<file path="src/rtl/mb8_arb_pkg.sv">
// rtl/mb8_arb_pkg.sv - shared widths, FSM state and command types for the mb8 RAM arbiter
package mb8_pkg;

    localparam int ASZ = 17;
    localparam int DSZ = 8;
    localparam int CSZ = 2 * DSZ;

    typedef enum logic [1:0] {
        IDLE = 2'd0,
        B0   = 2'd1,
        B1   = 2'd2,
        ACK  = 2'd3
    } arb_st_t;

    typedef struct packed {
        logic           we;
        logic           ws;
        logic [ASZ-1:0] ad;
        logic [CSZ-1:0] wd;
    } mb8_cmd_t;

    // Cells are big-endian, so the first beat of a cell carries the hi byte.
    function automatic logic [DSZ-1:0] first_byte(input mb8_cmd_t c);
        return c.ws ? c.wd[CSZ-1:DSZ] : c.wd[DSZ-1:0];
    endfunction

endpackage

</file>
<file path="src/rtl/mb8_arb_if.sv">
// rtl/mb8_arb_if.sv - byte-wide single-port RAM bus between the arbiter and spram8_128k
interface mb8_io;
    import mb8_pkg::*;

    logic [ASZ-1:0] m_ai;
    logic [DSZ-1:0] m_vi;
    logic           m_we;
    logic [DSZ-1:0] m_vo;

    modport master (
        output m_ai,
        output m_vi,
        output m_we,
        input  m_vo
    );

    modport slave (
        input  m_ai,
        input  m_vi,
        input  m_we,
        output m_vo
    );

endinterface

</file>
<file path="src/rtl/mb8_arb_rr2.sv">
// rtl/mb8_arb_rr2.sv - two-way round-robin picker; on a tie the port that did not win last time is chosen
module mb8_rr2 (
    input  logic [1:0] req,
    input  logic       last,
    output logic [1:0] gnt
);

    always_comb begin
        gnt = 2'b00;
        case (req)
            2'b01:   gnt = 2'b01;
            2'b10:   gnt = 2'b10;
            2'b11:   gnt = last ? 2'b01 : 2'b10;
            default: gnt = 2'b00;
        endcase
    end

endmodule

</file>
<file path="src/rtl/mb8_arb.sv">
// rtl/mb8_arb.sv - two-port round-robin sequencer moving bytes or big-endian 16-bit cells
// through one 8-bit single-port RAM with registered read data.
module mb8_arb
    import mb8_pkg::*;
(
    input  logic           clk,
    input  logic           rst,

    input  logic           p0_req,
    input  logic           p0_we,
    input  logic           p0_ws,
    input  logic [ASZ-1:0] p0_ad,
    input  logic [CSZ-1:0] p0_wd,
    output logic           p0_ack,
    output logic [CSZ-1:0] p0_rd,

    input  logic           p1_req,
    input  logic           p1_we,
    input  logic           p1_ws,
    input  logic [ASZ-1:0] p1_ad,
    input  logic [CSZ-1:0] p1_wd,
    output logic           p1_ack,
    output logic [CSZ-1:0] p1_rd,

    mb8_io.master          ram
);

    arb_st_t        st;
    mb8_cmd_t       cmd;
    mb8_cmd_t       cmd_in;
    logic           last_q;
    logic           gsel_q;
    logic [DSZ-1:0] hi_q;
    logic [1:0]     gnt;
    logic [ASZ-1:0] ad_nx;
    logic [CSZ-1:0] rd_asm;

    logic [ASZ-1:0] m_ai_q;
    logic [DSZ-1:0] m_vi_q;
    logic           m_we_q;

    mb8_rr2 u_rr (
        .req  ({p1_req, p0_req}),
        .last (last_q),
        .gnt  (gnt)
    );

    always_comb begin
        if (gnt[1]) begin
            cmd_in = '{we: p1_we, ws: p1_ws, ad: p1_ad, wd: p1_wd};
        end else begin
            cmd_in = '{we: p0_we, ws: p0_ws, ad: p0_ad, wd: p0_wd};
        end
    end

    // Address arithmetic stays ASZ bits wide so the lo byte of a cell at the top wraps to 0.
    assign ad_nx  = cmd.ad + ASZ'(1);
    assign rd_asm = cmd.ws ? {hi_q, ram.m_vo} : {{DSZ{1'b0}}, ram.m_vo};

    assign ram.m_ai = m_ai_q;
    assign ram.m_vi = m_vi_q;
    assign ram.m_we = m_we_q;

    always_ff @(posedge clk or posedge rst) begin
        if (rst) begin
            st     <= IDLE;
            cmd    <= '0;
            last_q <= 1'b1;
            gsel_q <= 1'b0;
            hi_q   <= '0;
            m_ai_q <= '0;
            m_vi_q <= '0;
            m_we_q <= 1'b0;
            p0_ack <= 1'b0;
            p1_ack <= 1'b0;
            p0_rd  <= '0;
            p1_rd  <= '0;
        end else begin
            p0_ack <= 1'b0;
            p1_ack <= 1'b0;
            case (st)
                IDLE: begin
                    if (|gnt) begin
                        cmd    <= cmd_in;
                        last_q <= gnt[1];
                        gsel_q <= gnt[1];
                        m_ai_q <= cmd_in.ad;
                        m_vi_q <= first_byte(cmd_in);
                        m_we_q <= cmd_in.we;
                        st     <= B0;
                    end else begin
                        m_we_q <= 1'b0;
                    end
                end
                B0: begin
                    if (cmd.ws) begin
                        m_ai_q <= ad_nx;
                        m_vi_q <= cmd.wd[DSZ-1:0];
                        m_we_q <= cmd.we;
                        st     <= B1;
                    end else begin
                        m_we_q <= 1'b0;
                        st     <= ACK;
                    end
                end
                B1: begin
                    // RAM now presents the byte addressed during B0.
                    hi_q   <= ram.m_vo;
                    m_we_q <= 1'b0;
                    st     <= ACK;
                end
                ACK: begin
                    if (gsel_q) begin
                        p1_ack <= 1'b1;
                        p1_rd  <= rd_asm;
                    end else begin
                        p0_ack <= 1'b1;
                        p0_rd  <= rd_asm;
                    end
                    m_we_q <= 1'b0;
                    st     <= IDLE;
                end
                default: begin
                    m_we_q <= 1'b0;
                    st     <= IDLE;
                end
            endcase
        end
    end

endmodule

</file>
<file path="src/flat_wrapper.sv">
// flat-port wrapper written by rule: the top's interface ports become plain ports
module mb8_arb_flat import mb8_pkg::*;
  (clk, rst, p0_req, p0_we, p0_ws, p0_ad, p0_wd, p0_ack, p0_rd, p1_req, p1_we, p1_ws, p1_ad, p1_wd, p1_ack, p1_rd, ram_m_ai, ram_m_vi, ram_m_we, ram_m_vo);
  mb8_io ram_i ();
  input  logic clk;
  input  logic rst;
  input  logic p0_req;
  input  logic p0_we;
  input  logic p0_ws;
  input  logic [ASZ-1:0] p0_ad;
  input  logic [CSZ-1:0] p0_wd;
  output logic p0_ack;
  output logic [CSZ-1:0] p0_rd;
  input  logic p1_req;
  input  logic p1_we;
  input  logic p1_ws;
  input  logic [ASZ-1:0] p1_ad;
  input  logic [CSZ-1:0] p1_wd;
  output logic p1_ack;
  output logic [CSZ-1:0] p1_rd;
  output wire logic [$bits(ram_i.m_ai)-1:0] ram_m_ai;
  output wire logic [$bits(ram_i.m_vi)-1:0] ram_m_vi;
  output wire logic [$bits(ram_i.m_we)-1:0] ram_m_we;
  input wire logic [$bits(ram_i.m_vo)-1:0] ram_m_vo;
  assign ram_m_ai = ram_i.m_ai;
  assign ram_m_vi = ram_i.m_vi;
  assign ram_m_we = ram_i.m_we;
  assign ram_i.m_vo = ram_m_vo;
  mb8_arb u_core (.clk(clk), .rst(rst), .p0_req(p0_req), .p0_we(p0_we), .p0_ws(p0_ws), .p0_ad(p0_ad), .p0_wd(p0_wd), .p0_ack(p0_ack), .p0_rd(p0_rd), .p1_req(p1_req), .p1_we(p1_we), .p1_ws(p1_ws), .p1_ad(p1_ad), .p1_wd(p1_wd), .p1_ack(p1_ack), .p1_rd(p1_rd), .ram(ram_i));
endmodule
</file>
<file path="config.mk">
export PLATFORM = sky130hd
export DESIGN_NAME = mb8_arb_flat
export DESIGN_NICKNAME = d
export VERILOG_FILES = /design/src/rtl/mb8_arb_pkg.sv /design/src/rtl/mb8_arb_if.sv /design/src/rtl/mb8_arb_rr2.sv /design/src/rtl/mb8_arb.sv /design/src/flat_wrapper.sv
export SDC_FILE = /design/constraint.sdc
export NUM_CORES = 1
export LEC_CHECK = 0
export ABC_AREA = 1
export BUFFER_PORTS_ARGS = -buffer_cell sky130_fd_sc_hd__buf_2
export CAP_MARGIN = 10
export CORE_ASPECT_RATIO = 0.9
export CORE_MARGIN = 1
export CORE_UTILIZATION = 45
export CTS_BUF_LIST = sky130_fd_sc_hd__clkbuf_8
export DETAILED_ROUTE_END_ITERATION = 16
export PLACE_DENSITY = 0.82
export SLEW_MARGIN = 20
export SYNTH_ARGS = -nofsm -noshare
export SYNTH_HDL_FRONTEND = slang
export SYNTH_HIERARCHICAL = 1
export SYNTH_SLANG_ARGS = --single-unit
</file>
<file path="constraint.sdc">
create_clock -name clk -period 4.7 [get_ports clk]
set_clock_uncertainty 0.2 [all_clocks]
set_input_delay 0.705 -clock clk [delete_from_list [all_inputs] [get_ports clk]]
set_output_delay 0.705 -clock clk [all_outputs]
set_load 0.1 [all_outputs]
</file>
# [Word-level counts from Yosys, hierarchy flattened]
# Cells that the tools add are included.
[totals] reg_bits=99 latchBits=0 ram_bits=0 romBits=0 output_inout_bits=60 word_cells=54 memories=0
[op_classes] add_sub_neg=1 n_mul=0 n_div=0 n_lt_le_gt_ge=0 n_eq_ne=8 shifts=0 mux=21 n_bitwise=1 reduce_logical=8
[ops] cell="$mux 35" n=1
[ops] cell="$mux 17" n=2
[ops] cell="$pmux 17 s2" n=1
[ops] cell="$mux 8" n=3
[ops] cell="$add 17x1->17 const B" n=1
[ops] cell="$mux 16" n=1
[ops] cell="$pmux 8 s2" n=1
[ops] cell="$eq 2x2->1 const B" n=4
[ops] cell="$pmux 2 s4" n=1
[ops] cell="$mux 1" n=7
[ops] cell="$pmux 2 s3" n=1
[ops] cell="$reduce_and 2->1" n=3
[ops] cell="$eq 2x1->1 const B" n=2
[ops] cell="$mux 2" n=2
[ops] cell="$ne 2x1->1 const B" n=2
[ops] cell="$reduce_or 2->1" n=2
[ops] cell="$pmux 1 s3" n=1
[ops] cell="$reduce_and 3->1" n=1
[ops] cell="$logic_not 2->1" n=1
[ops] cell="$reduce_bool 2->1" n=1
[ops] cell="$not 1->1" n=1

# [Depth between registers and ports, before layout]
[logic_depth] depth_word=6 mapped_depth=12 depth_no_buf=11

# [By module]
# Netlist, hierarchy kept.
[by_module_without_submodules] module="mb8_arb" instances=1 cells_each=634 area_per_inst_um2=4954.8 seq_area_each_um2=2478.6
[by_module_without_submodules] module="mb8_rr2" instances=1 cells_each=5 area_per_inst_um2=21.3 seq_area_each_um2=0.0

# [Least setup slack after synthesis]
# OpenSTA, ideal clock, no wires.
[synth_path] kind="input to register" startpoint="input p1_req" endpoint="register u_core.m_ai_q[5] (netlist: u_core/ram.m_ai[5])" t_arrival_ns=1.686 required_time_ns=4.426 slack_ns=2.739 cell_stages=9 path_buffers=1 path_cell_list="inv_1 -> a21oi_1 -> nor2_2 -> nand2_2 -> nand2_4 -> a21oi_4 -> buf_6 -> nor2_1 -> a21oi_2"
[synth_between] elab_chain_len=5 elab_cells_between_ends=10 classes_between="eq/ne (4); mux (4); reduce/logical (2)"
[synth_rtl] element="from (decl)" line="flat_wrapper.sv:14" text="input logic p1_req;"
[synth_rtl] element="$eq 2x2->1 / $eq 2x1->1 (equally long branches)" line="mb8_arb_rr2.sv:10" text="case (req)"
[synth_rtl] element="$pmux 2 s3 *" line="mb8_arb_rr2.sv:10"
[synth_rtl] element="via u_core.gnt[1]" line="mb8_arb.sv:34" text="logic [1:0] gnt;"
[synth_rtl] element="$mux 35 / $reduce_or 2->1 (equally long branches)" line="mb8_arb.sv:49, mb8_arb.sv:83"
[synth_rtl] element="$mux 17 / $ne 2x1->1 (equally long branches)"
[synth_rtl] element="$pmux 17 s2 / $reduce_and 3->1 (equally long branches)"
[synth_rtl] element="to (signal assigned)" line="mb8_arb.sv:87" text="m_ai_q <= cmd_in.ad;"
[synth_rtl] element="to (signal assigned)" line="mb8_arb.sv:97" text="m_ai_q <= ad_nx;"
[synth_rtl] element="to (decl)" line="mb8_arb.sv:38" text="logic [ASZ-1:0] m_ai_q;"
# The timed path passes the listed nets; every way through them passes the cells marked *. The select of a mux whose other input is x is not followed.
# A chain may end at the register's enable or synchronous reset.

# [Worst setup path after layout]
[layout_path] startpoint="register u_core.st[1]" endpoint="register u_core.m_ai_q[2] (netlist: u_core/ram.m_ai[2])"
[layout_between] elab_chain_len=3 elab_cells_between_ends=7 classes_between="eq/ne (3); mux (1); reduce/logical (3)"
[layout_rtl] element="from (decl)" line="mb8_arb.sv:28" text="arb_st_t st;"
[layout_rtl] element="from (signal assigned)" line="mb8_arb.sv:66" text="st <= IDLE;"
[layout_rtl] element="from (signal assigned)" line="mb8_arb.sv:90" text="st <= B0;"
[layout_rtl] element="from (signal assigned)" line="mb8_arb.sv:100" text="st <= B1;"
[layout_rtl] element="$eq 2x1->1 / $logic_not 2->1 (equally long branches)" line="mb8_arb.sv:81" text="case (st)"
[layout_rtl] element="$ne 2x1->1 (no source line) / $reduce_bool 2->1 (equally long branches)"
[layout_rtl] element="$reduce_and 3->1 (no source line)"
# Parallel ways exist; a longest one is shown, timed or not.

==> impl_metrics.tcl <==
set metrics [dict create \
    die-area_um2 11500 \
    fin_nets 852 \
    grt_antenna_before_repair 3 \
    drt_pass1_iterations 11 \
    cts_setup_buffers 0 \
    report.final.hold_viol_count 0 \
    portBuffers 141 \
    utilization_pct 54.7 \
    syn-cell-area_um2 4980 \
    cts_sinks 99 \
    grt_start_max_net_pins 59 \
    fin_crit_ps 2500 \
    drive_above_1_share_pct 25.3 \
    fmax_ghz 0.399 \
    violations "DRC" \
    fp-row-count 36 \
    ys_types 32 \
    detail-route-antenna-nets 0 \
    coreArea_um2 10800 \
    synthCells 639 \
    cts_resized 0 \
    postCtsHoldBufs 0 \
    synth_warnings 6 \
    place.gp.congestion 0.815 \
    h-tree-depth 3 \
    drv_slew 0 \
    met3WireLength_um 558 \
    cp_max_fo 36 \
    wl_met2_um 5430 \
    vias_per_cell 5.08 \
    drt-initial-drc-count 357 \
    wl_per_cell_um 12.9 \
    syn_area_per_cell_um2 7.79 \
    hpwl_um 8140 \
    maxCapViolCount 0 \
    dr.max_layer_used "met4" \
    die_h_um 102 \
    grt_pass1_wl_um 19500 \
    setup_viol 0 \
    worst_setup_path_start_kind "register" \
    wl_um 11600 \
    slew_headroom_pct 38.6 \
    status "finished, violations left" \
    cts_buffers 9 \
    cts.clk_slew.worst_paths_ps 100 \
    rsz0062_at_grt "false" \
    syn_to_final_growth_pct 18.9 \
    worst_hold_path_type "in -> async" \
    cp-end-kind "register" \
    worstPathArrival_ps 2610 \
    synthesis.nets 727 \
    insertion_delay_ps 360 \
    cp.required_ps 4800 \
    critPathKind "reg -> reg" \
    grt_pass1_vias 4112 \
    synth.yosys.seq_area_share_pct 49.8 \
    tns_ps 0 \
    gr-total-overflow 0 \
    dr_total_vias 4585 \
    cts-root-buf "clkbuf_8" \
    holdWs_ps 260 \
    finalCritPeriodShare_pct 53.3 \
    drc_errors 1 \
    start_util_pct 46.0 \
    ys_ff_latch 99 \
    m1WireLength_um 5350 \
    boundaryPins 142 \
    track_usage_pct 21.6 \
    tritoncts "done" \
    worst_pin_slew_ps 918 \
    clk_path_buf_depth 2 \
    die_x_um 113 \
]
-- cells by family after synthesis --
| logic type | synth area share, % |
|---|---|
| AND/OR/NAND/NOR | 28.0 |
| AO/OA/AOI/OAI | 12.9 |
| flip-flops | 49.8 |
| buffers and inverters | 7.22 |
| adder cells (fa/ha/maj) | 1.51 |
| XOR/XNOR | 0.528 |
-- flip-flops by register name, summed over array words and instances (netlist names), 2 cells and up --
register	flops
u_core/p0_rd	16
u_core/st	2
u_core/ram.m_vi	8
u_core/hi_q	8
u_core/p1_rd	16
u_core/cmd	27
u_core/ram.m_ai	17
-- layout by cell type, fill, tap and decap left out --
master | Yosys | layout
or2_1 | 2 | 2
a21oi_1 | 26 | 25
xor2_1 | 3 | 3
inv_2 | 5 | 5
inv_1 | 40 | 39
o41ai_1 | 1 | 1
nand2_1 | 221 | 221
nand4_1 | 2 | 2
bufinv_16 | 0 | 2
nand3b_1 | 1 | 1
dfstp_2 | 1 | 1
nor2_4 | 1 | 1
o211ai_1 | 1 | 1
inv_6 | 0 | 3
dfrtp_1 | 98 | 98
buf_2 | 9 | 141
and2_0 | 2 | 2
ha_1 | 6 | 6
buf_4 | 4 | 3
nand3_2 | 2 | 2
nor2_2 | 5 | 5
diode_2 | 0 | 3
nand3_1 | 34 | 34
nor2_1 | 55 | 55
a31oi_1 | 4 | 4
clkbuf_8 | 0 | 9
inv_4 | 1 | 2
a21oi_2 | 7 | 7
a21oi_4 | 1 | 2
or2_2 | 6 | 6
nand2_2 | 3 | 3
nand2_4 | 2 | 2
o21ai_1 | 21 | 21
o21ai_0 | 58 | 58
-- metal layers --
| layer | up-vias | track usage [%] |
|---|---|---|
| met4 | 0 | 9.13 |
| met3 | 21 | 3.29 |
| met1 | 2154 | 30.1 |
| met2 | 132 | 34.0 |
| met5 | - | 0 |
| li1 | 2278 | - |
-- final timing paths --
path                       slack (ps)             start  depth (start not counted)                  to
max                              2200      u_core/st[1]                          7  u_core/ram.m_ai[2]
min                               260               rst                          2  u_core/ram.m_ai[2]
max reg2reg                      2200      u_core/st[1]                          7  u_core/ram.m_ai[2]
min reg2reg                       290  u_core/p0_rd[13]                          2    u_core/p0_rd[13]
max in group asynchronous        3040               rst                          3      u_core/hi_q[7]
min in group clk                  290  u_core/p0_rd[13]                          2    u_core/p0_rd[13]
-- layout make-up --
class | instances | area [um2]
timing repair buffer | 144 | 728
clock inverter | 5 | 86.3
fill | 996 | 4890
inverter | 46 | 178
tap | 133 | 166
clock buffer | 9 | 124
antenna | 3 | 7.51
sequential | 99 | 2480
multi-input combinational | 464 | 2150
-- per-stage QoR --
stage	setup slack, ps	instance area [um2]	instances
6_report	2200	5920	903
5_1_grt	2030	5920	903
4_1_cts	2190	5910	900
3_5_place_dp	2090	5700	886
3_3_place_gp	2140	5700	886
2_1_floorplan	1210	4980	639
-- critical path, stage by stage, from the launching register on --
cell	delay, ps
dfrtp_1	400
inv_1	140
ha_1	170
buf_4	360
inv_2	280
a21oi_4	560
o211ai_1	220
nand2_1	110
-- cell usage after synthesis --
library cell	n	area share (%)
nand4_1	2	0.25
o211ai_1	1	0.15
inv_2	5	0.38
ha_1	6	1.5
nor2_2	5	0.63
nand2_1	221	17
inv_4	1	0.13
clkbuf_1	11	0.83
a21oi_4	1	0.33
a31oi_1	4	0.50
dfstp_2	1	0.53
inv_1	40	3.0
o21ai_0	58	5.8
nand2_4	2	0.45
dfrtp_1	98	49
nand3_2	2	0.40
a21oi_2	7	1.2
or2_2	6	0.75
xor2_1	3	0.53
buf_2	9	0.91
nand3b_1	1	0.15
a21oi_1	26	2.6
buf_6	6	1.4
nand2_2	3	0.38
buf_4	4	0.60
nor2_4	1	0.23
nor2_1	55	4.1
and2_0	2	0.25
o41ai_1	1	0.18
nand3_1	34	3.4
o21ai_1	21	2.1
or2_1	2	0.25
Power is left out: the tool's default activity adds up to more than one toggle a clock period on the data nets, which glitch-free logic cannot reach.
